===== src/rtl/gost_pkg.sv =====
// Shared constants, types, S-box table and key schedule for the GOST 28147-89 core.
package gost_pkg;

    localparam int unsigned BLOCK_W = 64;
    localparam int unsigned KEY_W   = 256;
    localparam int unsigned ROUNDS  = 32;
    localparam int unsigned HALF_W  = 32;
    localparam int unsigned NKEYS   = 8;
    localparam int unsigned RND_W   = 5;
    localparam int unsigned KIDX_W  = 3;

    typedef enum logic [1:0] {
        ST_IDLE,
        ST_RUN,
        ST_DONE
    } state_t;

    typedef struct packed {
        logic [HALF_W-1:0] l;
        logic [HALF_W-1:0] r;
    } block_t;

    // Index NKEYS-1 holds K0 (key_i[255:224]), index 0 holds K7.
    typedef logic [NKEYS-1:0][HALF_W-1:0] key_t;

    // SBOX[j][n]: S-box S(j+1) applied to nibble j of the round sum.
    localparam logic [3:0] SBOX [NKEYS][16] = '{
        '{4'h4, 4'hA, 4'h9, 4'h2, 4'hD, 4'h8, 4'h0, 4'hE, 4'h6, 4'hB, 4'h1, 4'hC, 4'h7, 4'hF, 4'h5, 4'h3},
        '{4'hE, 4'hB, 4'h4, 4'hC, 4'h6, 4'hD, 4'hF, 4'hA, 4'h2, 4'h3, 4'h8, 4'h1, 4'h0, 4'h7, 4'h5, 4'h9},
        '{4'h5, 4'h8, 4'h1, 4'hD, 4'hA, 4'h3, 4'h4, 4'h2, 4'hE, 4'hF, 4'hC, 4'h7, 4'h6, 4'h0, 4'h9, 4'hB},
        '{4'h7, 4'hD, 4'hA, 4'h1, 4'h0, 4'h8, 4'h9, 4'hF, 4'hE, 4'h4, 4'h6, 4'hC, 4'hB, 4'h2, 4'h5, 4'h3},
        '{4'h6, 4'hC, 4'h7, 4'h1, 4'h5, 4'hF, 4'hD, 4'h8, 4'h4, 4'hA, 4'h9, 4'hE, 4'h0, 4'h3, 4'hB, 4'h2},
        '{4'h4, 4'hB, 4'hA, 4'h0, 4'h7, 4'h2, 4'h1, 4'hD, 4'h3, 4'h6, 4'h8, 4'h5, 4'h9, 4'hC, 4'hF, 4'hE},
        '{4'hD, 4'hB, 4'h4, 4'h1, 4'h3, 4'hF, 4'h5, 4'h9, 4'h0, 4'hA, 4'hE, 4'h7, 4'h6, 4'h8, 4'h2, 4'hC},
        '{4'h1, 4'hF, 4'hD, 4'h0, 4'h5, 4'h7, 4'hA, 4'h4, 4'h9, 4'h2, 4'h3, 4'hE, 4'h6, 4'hB, 4'h8, 4'hC}
    };

    // Subkey number for a round: forward order, then reversed for the last 8 (enc) or last 24 (dec).
    function automatic logic [KIDX_W-1:0] key_idx(input logic [RND_W-1:0] rnd, input logic enc);
        logic rev;
        rev = enc ? (rnd >= RND_W'(24)) : (rnd >= RND_W'(8));
        return rev ? (KIDX_W'(7) - rnd[KIDX_W-1:0]) : rnd[KIDX_W-1:0];
    endfunction

endpackage


===== src/rtl/gost_round.sv =====
// One combinational GOST Feistel round: substitution, rotate-left-11, XOR into L, swap.
module gost_round
    import gost_pkg::*;
(
    input  logic [HALF_W-1:0] i_l,
    input  logic [HALF_W-1:0] i_r,
    input  logic [HALF_W-1:0] i_k,
    output logic [HALF_W-1:0] o_l_c,
    output logic [HALF_W-1:0] o_r_c
);

    logic [HALF_W-1:0] w_sum;
    logic [HALF_W-1:0] w_sub;
    logic [HALF_W-1:0] w_rot;

    assign w_sum = i_r + i_k;

    for (genvar j = 0; j < int'(NKEYS); j++) begin : g_sbox
        assign w_sub[4*j +: 4] = SBOX[j][w_sum[4*j +: 4]];
    end

    assign w_rot = {w_sub[HALF_W-12:0], w_sub[HALF_W-1:HALF_W-11]};
    assign o_l_c = i_r;
    assign o_r_c = i_l ^ w_rot;

endmodule


===== src/rtl/criptografia_gost.sv =====
// Iterative GOST 28147-89 block cipher: one round per clock behind a start/busy/ready handshake.
module criptografia_gost
    import gost_pkg::*;
(
    input  logic               clock,
    input  logic               reset,
    input  logic               start,
    input  logic               enc_dec,
    input  logic [BLOCK_W-1:0] data_i,
    input  logic [KEY_W-1:0]   key_i,
    output logic [BLOCK_W-1:0] data_o,
    output logic               busy,
    output logic               ready_o
);

    state_t             r_state;
    state_t             w_state_nxt;
    logic [HALF_W-1:0]  r_l;
    logic [HALF_W-1:0]  r_r;
    logic [HALF_W-1:0]  w_l_nxt;
    logic [HALF_W-1:0]  w_r_nxt;
    key_t               r_key;
    key_t               w_key_nxt;
    logic               r_mode;
    logic               w_mode_nxt;
    logic [RND_W-1:0]   r_round;
    logic [RND_W-1:0]   w_round_nxt;
    logic [BLOCK_W-1:0] r_data_o;
    logic [BLOCK_W-1:0] w_data_nxt;
    logic               r_busy;
    logic               w_busy_nxt;
    logic               r_ready;
    logic               w_ready_nxt;

    block_t             w_in;
    logic [KIDX_W-1:0]  w_kidx;
    logic [HALF_W-1:0]  w_subkey;
    logic [HALF_W-1:0]  w_l_rnd;
    logic [HALF_W-1:0]  w_r_rnd;

    assign w_in     = data_i;
    assign w_kidx   = key_idx(r_round, r_mode);
    assign w_subkey = r_key[KIDX_W'(7) - w_kidx];

    gost_round u_round (
        .i_l   (r_l),
        .i_r   (r_r),
        .i_k   (w_subkey),
        .o_l_c (w_l_rnd),
        .o_r_c (w_r_rnd)
    );

    // Next-state and datapath control.
    always_comb begin
        w_state_nxt = r_state;
        w_l_nxt     = r_l;
        w_r_nxt     = r_r;
        w_key_nxt   = r_key;
        w_mode_nxt  = r_mode;
        w_round_nxt = r_round;
        w_data_nxt  = r_data_o;
        w_busy_nxt  = r_busy;
        w_ready_nxt = 1'b0;
        unique case (r_state)
            ST_IDLE: begin
                if (start) begin
                    w_l_nxt     = w_in.l;
                    w_r_nxt     = w_in.r;
                    w_key_nxt   = key_i;
                    w_mode_nxt  = enc_dec;
                    w_round_nxt = '0;
                    w_busy_nxt  = 1'b1;
                    w_state_nxt = ST_RUN;
                end
            end
            ST_RUN: begin
                w_l_nxt     = w_l_rnd;
                w_r_nxt     = w_r_rnd;
                w_round_nxt = r_round + RND_W'(1);
                if (r_round == RND_W'(ROUNDS - 1)) begin
                    w_busy_nxt  = 1'b0;
                    w_state_nxt = ST_DONE;
                end
            end
            ST_DONE: begin
                // The final swap is not undone: R goes out in the upper half.
                w_data_nxt  = {r_r, r_l};
                w_ready_nxt = 1'b1;
                w_state_nxt = ST_IDLE;
            end
            default: begin
                w_state_nxt = ST_IDLE;
            end
        endcase
    end

    always_ff @(posedge clock or negedge reset) begin
        if (!reset) begin
            r_state  <= ST_IDLE;
            r_l      <= '0;
            r_r      <= '0;
            r_key    <= '0;
            r_mode   <= 1'b0;
            r_round  <= '0;
            r_data_o <= '0;
            r_busy   <= 1'b0;
            r_ready  <= 1'b0;
        end else begin
            r_state  <= w_state_nxt;
            r_l      <= w_l_nxt;
            r_r      <= w_r_nxt;
            r_key    <= w_key_nxt;
            r_mode   <= w_mode_nxt;
            r_round  <= w_round_nxt;
            r_data_o <= w_data_nxt;
            r_busy   <= w_busy_nxt;
            r_ready  <= w_ready_nxt;
        end
    end

    assign data_o  = r_data_o;
    assign busy    = r_busy;
    assign ready_o = r_ready;

endmodule


===== config.mk =====
export PLATFORM = sky130hd
export DESIGN_NAME = criptografia_gost
export DESIGN_NICKNAME = d
export VERILOG_FILES = /design/src/rtl/gost_pkg.sv /design/src/rtl/gost_round.sv /design/src/rtl/criptografia_gost.sv
export SDC_FILE = /design/constraint.sdc
export NUM_CORES = 1
export LEC_CHECK = 0
export ABC_AREA = 1
export BUFFER_PORTS_ARGS = -buffer_cell sky130_fd_sc_hd__buf_2
export CORE_MARGIN = 4
export CORE_UTILIZATION = 50
export DETAILED_ROUTE_END_ITERATION = 12
export GPL_TIMING_DRIVEN = 1
export PLACE_DENSITY = 0.73
export SLEW_MARGIN = 25
export SYNTH_ARGS = -nofsm -noshare
export SYNTH_HDL_FRONTEND = slang
export SYNTH_SLANG_ARGS = --single-unit
export TNS_END_PERCENT = 5

===== constraint.sdc =====
create_clock -name clock -period 7.8 [get_ports clock]
set_clock_uncertainty 0.1 [all_clocks]
set_input_delay 0.78 -clock clock [delete_from_list [all_inputs] [get_ports clock]]
set_output_delay 0.78 -clock clock [all_outputs]
set_load 0.01 [all_outputs]

==> run summary <==
The number of antenna violations at the first check in global routing came to 0. Setup repair after global routing left no endpoint under its margin. The vias after detailed routing is 21100. Ranked by total cell area, the synthesized netlist is headed by dfrtp_1, nand2_1, nand3_1.

The most common cell after layout, fill and taps aside is nand2_1. The number of buffers on the longest clock path came out at 3. The summed instance area of the synthesized netlist is 21600 um^2. The share of synthesized area in the top cell type comes to 0.456. The worst pin sits at a relative slew slack of 0.306. STA classifies the critical path startpoint as a flip-flop. The die is 216 um tall. CTS placed an instance of clkbuf_16 at the clock tree root. The quantity of hold-fixing buffers added after cts is 0. After routing, the total negative slack on setup checks comes to 0 ns. Buffers added to address setup during post-CTS repair amount to 0. The flow ran to the end, and the final reports show no timing, DRC or antenna violations. The synthesized design spends more area on one cell type than any other, namely dfrtp_1. The number of sinks driven by the clock tree is 394. The data arrival time at the worst-slack endpoint came out at 5.77 ns. The antenna violation net count after detailed routing came out at 0. The finished layout holds 3967 standard cells, fillers aside. The detailed router finished its first iteration with 2246 violations. The count of different cell masters after synthesis is 40. The flip-flop and latch count after synthesis is 394.

The slack of the worst reg-to-reg path came out at 2.40 ns. The pin slew with the least headroom to its limit is 1.04 ns. The standard cell core area came out at 42300 um^2. The total number of nets in the final design is 3758.

In this run the mean area of a mapped cell was 7.10 um^2. The worst setup path is captured at a flip-flop. Along the worst path, the maximum fanout reaches 91.

The count of H-tree levels built during CTS came out at 2. The minimum clock period after layout came out at 5.40 ns. Of the available clock period, the critical path in the final layout requires 0.693. Port buffering added 389 buffers. The total overflow reported by the global router is 0. The top-level port count came out at 390. The fraction of final layout cells sized beyond drive strength 1 came out at 0.152.

The number of antenna cells inserted is 0. In this run, synthesis inferred 0 flip-flops with an integrated enable. The end of the worst register-to-register path is r_r[21]$_DFFE_PN0P_. The number of global-route vias before repair is 20900.

For this run, design rule violations remaining after detail routing come to 0. The required arrival time at the worst endpoint is 8.16 ns. The tool flagged a number of max-cap violations equal to 0. The number of hold-slack violations in the final timing report came out at 0. The number of cell instances on the worst register-to-register path is 27.

The routed wirelength normalized by instance count came out at 18.0 um. The area enclosed by the die boundary came out at 46600 um^2. For this run, asynchronously set or reset flops after synthesis account for 1.00. The clock transition time at the flip-flop clock pins of the worst setup and hold paths is 0.07 ns. In this run the horizontal extent of the chip is 216 um.

At the end of routability-driven placement, the weighted congestion stood at 0.915. Detailed routing placed a total of 32.7 mm of wire on met2. The effective utilization at floorplan is 0.511.

The number of nets produced by synthesis is 3445. The number of clock buffers inserted by TritonCTS came out at 42. The detailed-routing wirelength on met1 came out at 31.2 mm.

The number of warnings printed during yosys synthesis is 0. The min-delay analysis places its worst path in the category primary input to async pin. The post-route core utilization is 0.601. The area growth from synthesis to layout is 17.8%.

The detailed-placement wirelength estimate came out at 53.0 mm. The number of failing setup endpoints in the final timing report came out at 0. In the layout the commonest cells are nand2_1, dfrtp_1, buf_2. Timing would allow up to 185 MHz. The source-to-sink clock delay at the later pin of the worst-skew pair came out at 0.59 ns.

The sequential fraction of the synthesis area came out at 0.456. The standard-cell row count came out at 75. The cell count after synthesis came out at 3043. The cell count after placement is 3889. Wire segments on met3 add up to 4.80 mm in the final route. The number of search-and-repair iterations in the first detailed-routing pass came out at 5. The origin of the critical flop-to-flop path is r_round[4]$_DFFE_PN0P_. The pin count of the biggest net entering global routing came out at 213. For this run, the leading register cell type out of synthesis is dfrtp_1. The clock tree from TritonCTS is done.

The final-report max-slew violation count came to 0. The number of gates resized after CTS was 0. The category of the critical setup timing path is flip-flop to flip-flop. The first-pass GRT wire length is 113 mm.

The wire length reported by the detailed router came out at 71.2 mm. In this run the top signal layer used is met4. The total global-route track usage is 0.301. Using the TritonRoute via totals, the vias-per-cell ratio works out to 5.32.
[worst max-delay path, cell delays in order (launching register included)]
cell	delay (ns)
dfrtp_1	0.37
inv_1	0.07
nand2_2	0.10
nand2_2	0.10
nand2_1	0.15
nand2_4	0.57
buf_4	0.52
nand2_1	0.11
nand3_1	0.07
nand3_1	0.11
nand2_1	0.12
ha_1	0.25
fa_1	0.48
nand3_1	0.11
nand3_1	0.15
nand2_1	0.09
nand3_1	0.14
xor2_1	0.43
inv_1	0.15
ha_1	0.33
nand2_1	0.07
o21ai_0	0.10
nand2_1	0.07
o21ai_0	0.10
xor2_1	0.17
nand2_1	0.07
nand2_1	0.07
nand2_1	0.05
[cells by family after synthesis]
logic type               Yosys count  synth area share
buffers and inverters            323            0.0564
adder cells (fa/ha/maj)           78            0.0455
AO/OA/AOI/OAI                    214            0.0572
AND/OR/NAND/NOR                 2007             0.371
flip-flops                       394             0.456
XOR/XNOR                          27            0.0130
[cell type report]
type / instances / area (um^2)
Timing Repair Buffer: 406 / 2110
Multi-Input combinational cell: 2326 / 10600
Clock buffer: 66 / 1260
Fill cell: 3952 / 16900
Tap cell: 577 / 722
Inverter: 186 / 706
Sequential cell: 394 / 9860
Clock inverter: 12 / 233
[metal layers]
| metal | vias to the layer above | track usage |
|---|---|---|
| met5 | - | 0 |
| met4 | 0 | 0.108 |
| met3 | 130 | 0.0471 |
| met2 | 785 | 0.480 |
| met1 | 10000 | 0.421 |
| li1 | 10200 | - |
[flip-flops by register name (all words and copies together) (netlist names)]
| register | flops |
|---|---|
| r_key | 256 |
| data_o | 64 |
| r_l | 32 |
| r_r | 32 |
| r_round | 5 |
| r_state | 2 |
| busy | 1 |
| r_mode | 1 |
| ready_o | 1 |
[synthesized netlist by cell type (20+ instances only)]
cell type and n:
a21oi_1 38, a22oi_1 21, buf_1 20, clkbuf_1 114, dfrtp_1 394, ha_1 77
inv_1 177, nand2_1 1578, nand3_1 308, nor2_1 85, o211ai_1 21, o21ai_0 103
[how the worst max path moves through the flow]
| stage | startpoint | to | slack (ns) | cells past startpoint |
|---|---|---|---|---|
| after floorplan | r_round[3]$_DFFE_PN0P_ | r_r[21]$_DFFE_PN0P_ | 3.87 | 28 |
| after global placement | r_round[4]$_DFFE_PN0P_ | r_r[29]$_DFFE_PN0P_ | 2.69 | 28 |
| after detailed placement | r_round[3]$_DFFE_PN0P_ | r_r[21]$_DFFE_PN0P_ | 2.53 | 27 |
| after CTS | r_round[3]$_DFFE_PN0P_ | r_r[21]$_DFFE_PN0P_ | 2.49 | 27 |
| after global routing | r_round[4]$_DFFE_PN0P_ | r_r[21]$_DFFE_PN0P_ | 2.01 | 27 |
| final | r_round[4]$_DFFE_PN0P_ | r_r[21]$_DFFE_PN0P_ | 2.40 | 27 |
[stage by stage]
| stage | hold slack [ns] | area [um^2] | setup WS [ns] |
|---|---|---|---|
| final | 0.179 | 25400 | 2.40 |
| after global routing | 0.247 | 25400 | 2.01 |
| after CTS | 0.196 | 25400 | 2.49 |
| after detailed placement | 0.362 | 23900 | 2.53 |
| after global placement | 0.357 | 23900 | 2.69 |
| after floorplan | 0.349 | 21600 | 3.87 |
Power is left out: the tool's default activity adds up to more than one toggle a clock period on the data nets, which glitch-free logic cannot reach.
